==> src/rtl/fios_pkg.sv <==
// Shared types for the FIOS operand feeder.
// Word width, operand select and feeder state encodings.
package fios_pkg;
  localparam int WORD_W = 17;

  typedef enum logic [1:0] {
    SEL_X   = 2'd0,
    SEL_Y   = 2'd1,
    SEL_N   = 2'd2,
    SEL_NP0 = 2'd3
  } sel_e;

  typedef enum logic [1:0] {
    ST_IDLE = 2'd0,
    ST_RUN  = 2'd1,
    ST_DONE = 2'd2
  } state_e;

  function automatic int ptr_w(input int n);
    return (n > 1) ? $clog2(n) : 1;
  endfunction
endpackage

==> src/rtl/fios_operand_bank.sv <==
// One operand bank: S words, write/read pointers with wrap,
// full flag and a rearm flag that makes the next load restart at block 0.
module fios_operand_bank
  import fios_pkg::*;
#(
  parameter int S = 16
) (
  input  logic              clock_i,
  input  logic              reset_i,
  input  logic              wr_en,
  input  logic [WORD_W-1:0] wr_data,
  input  logic              rearm,
  input  logic              rd_clr,
  input  logic              rd_adv,
  output logic [WORD_W-1:0] head,
  output logic              rd_last,
  output logic              full,
  output logic              ready
);
  localparam int AW = ptr_w(S);
  localparam logic [AW-1:0] LAST = AW'(S - 1);

  logic [WORD_W-1:0] mem [S];
  logic [AW-1:0]     wr_ptr;
  logic [AW-1:0]     rd_ptr;
  logic [AW-1:0]     wa;
  logic              stale;

  assign wa = stale ? '0 : wr_ptr;

  always_ff @(posedge clock_i) begin
    if (wr_en) mem[wa] <= wr_data;
  end

  always_ff @(posedge clock_i or negedge reset_i) begin
    if (!reset_i) begin
      wr_ptr <= '0;
      rd_ptr <= '0;
      full   <= 1'b0;
      stale  <= 1'b0;
    end else begin
      if (rearm) stale <= 1'b1;
      if (wr_en) begin
        stale  <= 1'b0;
        full   <= (wa == LAST);
        wr_ptr <= (wa == LAST) ? '0 : wa + 1'b1;
      end
      if (rd_clr) rd_ptr <= '0;
      else if (rd_adv)
        rd_ptr <= (rd_ptr == LAST) ? '0 : rd_ptr + 1'b1;
    end
  end

  assign head    = mem[rd_ptr];
  assign rd_last = (rd_ptr == LAST);
  assign ready   = !full || stale;
endmodule

==> src/rtl/fios_operand_feeder.sv <==
// Feeds X, Y, n blocks and n'0 to a FIOS Montgomery PE chain.
// Optional sticky protocol error flag: define FIOS_FEEDER_ERR_EN.
module fios_operand_feeder
  import fios_pkg::*;
#(
  parameter int s = 16
) (
  input  logic              clock_i,
  input  logic              reset_i,
  input  logic              load_valid_i,
  output logic              load_ready_o,
  input  logic [1:0]        load_sel_i,
  input  logic [WORD_W-1:0] load_data_i,
  input  logic              start_i,
  output logic              busy_o,
  output logic              done_o,
  input  logic              Y_fetch_i,
  input  logic              n_fetch_i,
  output logic [WORD_W-1:0] Y_o,
  output logic [WORD_W-1:0] n_o,
  input  logic              shift_X_i,
  output logic [WORD_W-1:0] X_o,
  output logic [WORD_W-1:0] n_prime_0_o,
  output logic              err_o
);
  state_e            state;
  sel_e              sel;
  logic              idle;
  logic              run;
  logic              accept;
  logic              go;
  logic [2:0]        wr_en;
  logic [2:0]        adv;
  logic [2:0]        full;
  logic [2:0]        ready;
  logic [2:0]        last;
  logic [WORD_W-1:0] head [3];
  logic [WORD_W-1:0] np0;
  logic              np0_vld;
  logic              unused_last;

  assign sel  = sel_e'(load_sel_i);
  assign idle = (state == ST_IDLE);
  assign run  = (state == ST_RUN);

  always_comb begin
    load_ready_o = 1'b0;
    if (reset_i && idle) begin
      unique case (sel)
        SEL_X:   load_ready_o = ready[0];
        SEL_Y:   load_ready_o = ready[1];
        SEL_N:   load_ready_o = ready[2];
        SEL_NP0: load_ready_o = 1'b1;
      endcase
    end
  end

  assign accept = load_valid_i && load_ready_o;
  assign wr_en  = {accept && (sel == SEL_N),
                   accept && (sel == SEL_Y),
                   accept && (sel == SEL_X)};
  assign go     = idle && start_i && (&full) && np0_vld;
  assign adv    = {run && n_fetch_i,
                   run && Y_fetch_i,
                   run && shift_X_i};

  fios_operand_bank #(.S(s)) u_bank_x (
    .clock_i (clock_i),
    .reset_i (reset_i),
    .wr_en   (wr_en[0]),
    .wr_data (load_data_i),
    .rearm   (done_o),
    .rd_clr  (go),
    .rd_adv  (adv[0]),
    .head    (head[0]),
    .rd_last (last[0]),
    .full    (full[0]),
    .ready   (ready[0])
  );

  fios_operand_bank #(.S(s)) u_bank_y (
    .clock_i (clock_i),
    .reset_i (reset_i),
    .wr_en   (wr_en[1]),
    .wr_data (load_data_i),
    .rearm   (done_o),
    .rd_clr  (go),
    .rd_adv  (adv[1]),
    .head    (head[1]),
    .rd_last (last[1]),
    .full    (full[1]),
    .ready   (ready[1])
  );

  fios_operand_bank #(.S(s)) u_bank_n (
    .clock_i (clock_i),
    .reset_i (reset_i),
    .wr_en   (wr_en[2]),
    .wr_data (load_data_i),
    .rearm   (done_o),
    .rd_clr  (go),
    .rd_adv  (adv[2]),
    .head    (head[2]),
    .rd_last (last[2]),
    .full    (full[2]),
    .ready   (ready[2])
  );

  // Y and n wrap freely; only the X pointer ends a run.
  assign unused_last = ^last[2:1];

  always_ff @(posedge clock_i or negedge reset_i) begin
    if (!reset_i) begin
      state   <= ST_IDLE;
      busy_o  <= 1'b0;
      done_o  <= 1'b0;
      np0     <= '0;
      np0_vld <= 1'b0;
    end else begin
      if (accept && (sel == SEL_NP0)) begin
        np0     <= load_data_i;
        np0_vld <= 1'b1;
      end
      unique case (state)
        ST_IDLE: begin
          if (go) begin
            state  <= ST_RUN;
            busy_o <= 1'b1;
          end
        end
        ST_RUN: begin
          if (adv[0] && last[0]) begin
            state  <= ST_DONE;
            done_o <= 1'b1;
          end
        end
        ST_DONE: begin
          state  <= ST_IDLE;
          busy_o <= 1'b0;
          done_o <= 1'b0;
        end
        default: begin
          state  <= ST_IDLE;
          busy_o <= 1'b0;
          done_o <= 1'b0;
        end
      endcase
    end
  end

  assign Y_o         = run ? head[1] : '0;
  assign n_o         = run ? head[2] : '0;
  assign X_o         = run ? head[0] : '0;
  assign n_prime_0_o = np0;

`ifdef FIOS_FEEDER_ERR_EN
  logic err_q;
  logic err_set;

  assign err_set = (!run && (Y_fetch_i || n_fetch_i || shift_X_i))
                || (idle && start_i && !go)
                || (run && load_valid_i);

  always_ff @(posedge clock_i or negedge reset_i) begin
    if (!reset_i) err_q <= 1'b0;
    else if (err_set) err_q <= 1'b1;
  end

  assign err_o = err_q;
`else
  assign err_o = 1'b0;
`endif
endmodule

==> config.mk <==
export PLATFORM = sky130hd
export DESIGN_NAME = fios_operand_feeder
export DESIGN_NICKNAME = d
export VERILOG_FILES = /design/src/rtl/fios_pkg.sv /design/src/rtl/fios_operand_bank.sv /design/src/rtl/fios_operand_feeder.sv
export SDC_FILE = /design/constraint.sdc
export NUM_CORES = 1
export LEC_CHECK = 0
export CORE_MARGIN = 2
export CORE_UTILIZATION = 47
export CTS_BUF_LIST = sky130_fd_sc_hd__clkbuf_4
export DETAILED_ROUTE_END_ITERATION = 8
export GPL_ROUTABILITY_DRIVEN = 0
export PLACE_DENSITY_LB_ADDON = 0.12
export SLEW_MARGIN = 10
export SYNTH_ARGS = -nofsm -noshare
export SYNTH_HDL_FRONTEND = slang
export SYNTH_SLANG_ARGS = --single-unit
==> constraint.sdc <==
create_clock -name clock_i -period 6.79 [get_ports clock_i]
set_clock_uncertainty 0.1 [all_clocks]
set_input_delay 0.679 -clock clock_i [delete_from_list [all_inputs] [get_ports clock_i]]
set_output_delay 0.679 -clock clock_i [all_outputs]
set_load 0.1 [all_outputs]
==> impl_metrics.ini <==
[yosys]
syn-num-nets = 1749
synth-async-reset-ratio = 0.0599
synth_flop_cell = edfxtp_1
yosysUniqueCellTypes = 58
ys_seq_area_frac = 0.755
ys_top_cells_by_area = edfxtp_1, mux4_2, dfrtp_1
synth_area_um2 = 34200
synthCells = 1708
ys_ff_latch = 868
avgSynthCellArea_um2 = 20.0
yosysWarnings = 0
yosys.area.top_type_share = 0.717
synth_edf_count = 816
synth_top_cell_by_area = edfxtp_1

[sta]
maxSlewViolCount = 0
worst_slack_ps = 1260
final.setup.tns_ps = 0
post-route-min-period_ps = 5530
period_share = 0.815
hold_violations = 0
clock.fmax_ghz = 0.181
tightest_slew_ps = 1210
rsz0062_at_grt = no
relSlewSlack = 0.193
setup_violations = 0

[clock_tree]
cts_sinks = 868
clk_pin_slew_ps = 60
root_buffer = clkbuf_4
max-clock-path-buffers = 3
clkLatencyLatePin_ps = 1000
cts_buffers = 219
cts_tree = yes
htreeDepth = 4

[floorplan]
ios = 98
fp.dieArea_um2 = 74900
initial_utilization = 0.477
coreArea_um2 = 71700
die-height_um = 274
fp.dieW_um = 274
rows = 98

[placed_design]
portBuffers = 96
hpwl_um = 44900
dp_slack_ps = 2250

[grt]
grt_pass1_wl_um = 119000
antenna_found_initial = 5
grt.overflow.total = 0
grt_max_degree = 63
grt_use_total = 0.221
grt_pass1_vias = 18400

[drt]
drtIter0Drc = 1592
drt_wl_total_um = 81000
ant_nets = 0
post-route-drc-count = 0
via_per_inst = 5.70
wl_per_cell_um = 26.2
dr.pass1.iters = 7
via_count = 17600

[worst_setup_path]
worstPathMaxFanout = 18
reg2reg_from = state[1]
critPathRequiredTime_ps = 6010
arrival_ps = 4750
startpoint_type = flop
r2r_slack_ps = 3700
critPathKind = reg -> out
cp-end-kind = output pin
ff2ff_path_depth = 4
r2r_end = u_bank_y.mem[6][16]

[final_layout]
drive_gt1_frac = 0.295
final_nets = 2005
area_delta_synth_final_pct = 14.0

[pwr]
p_leak_nw = 12.9
peakVddDrop_mv = 0.733
p_per_area_nw_per_um2 = 428

[status]
status = finished clean

[hold_path]
hold_path.class = in -> async

[flow_run]
maxCapViolCount = 0
==> state kept, by name, indices dropped and copies added (netlist names), 2 cells and up <==
name             flops
n_prime_0_o         17
state                2
u_bank_n.mem       272
u_bank_n.rd_ptr      4
u_bank_n.wr_ptr      4
u_bank_x.mem       272
u_bank_x.rd_ptr      4
u_bank_x.wr_ptr      4
u_bank_y.mem       272
u_bank_y.rd_ptr      4
u_bank_y.wr_ptr      4
==> cell usage after synthesis, drive strengths merged (28+ instances only) <==
cell type	instances
clkbuf	35
mux2i	100
edfxtp	816
o21ai	34
dfrtp	52
and2	28
a21oi	32
buf	62
nor2	40
mux4	155
o22ai	32
mux2	58
nand2	33
nor2b	36
==> metal layers <==
metal / part of all wire / track usage / wire [µm] / vias to the layer above
li1: - / - / - / 7699
met1: 0.44 / 0.302 / 35300 / 9209
met5: 0 / 0 / 0 / -
met4: 0.021 / 0.0752 / 1730 / 0
met2: 0.48 / 0.347 / 38900 / 588
met3: 0.062 / 0.0574 / 5060 / 125
==> layout by cell type (no fill, tap or decap), drive strengths merged, types with 4 or more instances in the layout <==
master / count
a2111oi: 13
edfxtp: 816
o41ai: 13
mux4: 155
clkbuf: 333
a22oi: 23
a21oi: 32
clkinvlp: 5
mux2i: 100
nand4: 4
o21ai: 34
clkdlybuf4s50: 78
ha: 15
nor2b: 36
clkinv: 50
buf: 53
o211ai: 14
nor3: 11
a21o: 5
dfrtp: 52
nor2: 40
a211oi: 13
and2: 28
nand2b: 10
o22ai: 32
nand2: 33
inv: 17
nand3: 19
mux2: 58
and3: 6
==> report_power, final <==
part | switching (mW) | internal (mW)
Combinational | 3.72 | 1.93
Sequential | 0.631 | 5.98
Clock | 2.07 | 2.34
==> critical path, stage by stage (launching register included) <==
cell and delay [ps]:
dfrtp_1 870, buf_4 280, nand2b_1 460, o22ai_1 210, o41ai_1 660, clkdlybuf4s50_1 1260
==> cell families after synthesis <==
group	after synthesis	share of synthesized area
other cells	1	0.000110
xor+xnor	3	0.000768
simple gates	201	0.0319
compound gates	195	0.0384
buf+inv	112	0.0165
flops	868	0.755
fa+ha+maj	15	0.00549
mux	313	0.152
==> timing repair <==
item / 4_1_cts / 5_1_grt
hold buffers: 1 / 0
hold endpoints to repair: 20 / 0
gates resized for setup: 0 / 0
buffers inserted: 0 / 0
==> worst max path at each step <==
stage | end | from | cells after the start | slack (ps)
finish | X_o[6] | u_bank_x.rd_ptr[2] | 5 | 1260
global route | n_o[13] | u_bank_n.rd_ptr[0] | 5 | 1000
CTS | n_o[13] | u_bank_n.rd_ptr[0] | 5 | 1080
detailed placement | n_o[13] | u_bank_n.rd_ptr[0] | 5 | 2250
global placement | n_o[3] | u_bank_n.rd_ptr[0] | 5 | 2230
floorplan | X_o[5] | u_bank_x.rd_ptr[0] | 6 | 1780
==> stage by stage <==
step,utilization,area (µm²),std cells,total power [mW],hold WS (ps)
6_report,0.543,39000,3089,16.7,156
5_1_grt,0.543,39000,3088,17.4,113
4_1_cts,0.543,39000,3086,16.9,39.2
3_5_place_dp,0.503,36100,2692,12.4,391
3_3_place_gp,0.503,36100,2692,12.4,359
2_1_floorplan,-,34200,1708,10.9,283
==> cell type report <==
type                            instances  area, µm²
Multi-Input combinational cell        728       7900
Antenna cell                            3       7.51
Fill cell                            5739      32800
Inverter                               15       56.3
Timing Repair Buffer                  132       1140
Tap cell                              950       1190
Clock inverter                         60        350
Sequential cell                       868      25800
Clock buffer                          333       2500
(Power assumes the default switching activity.)
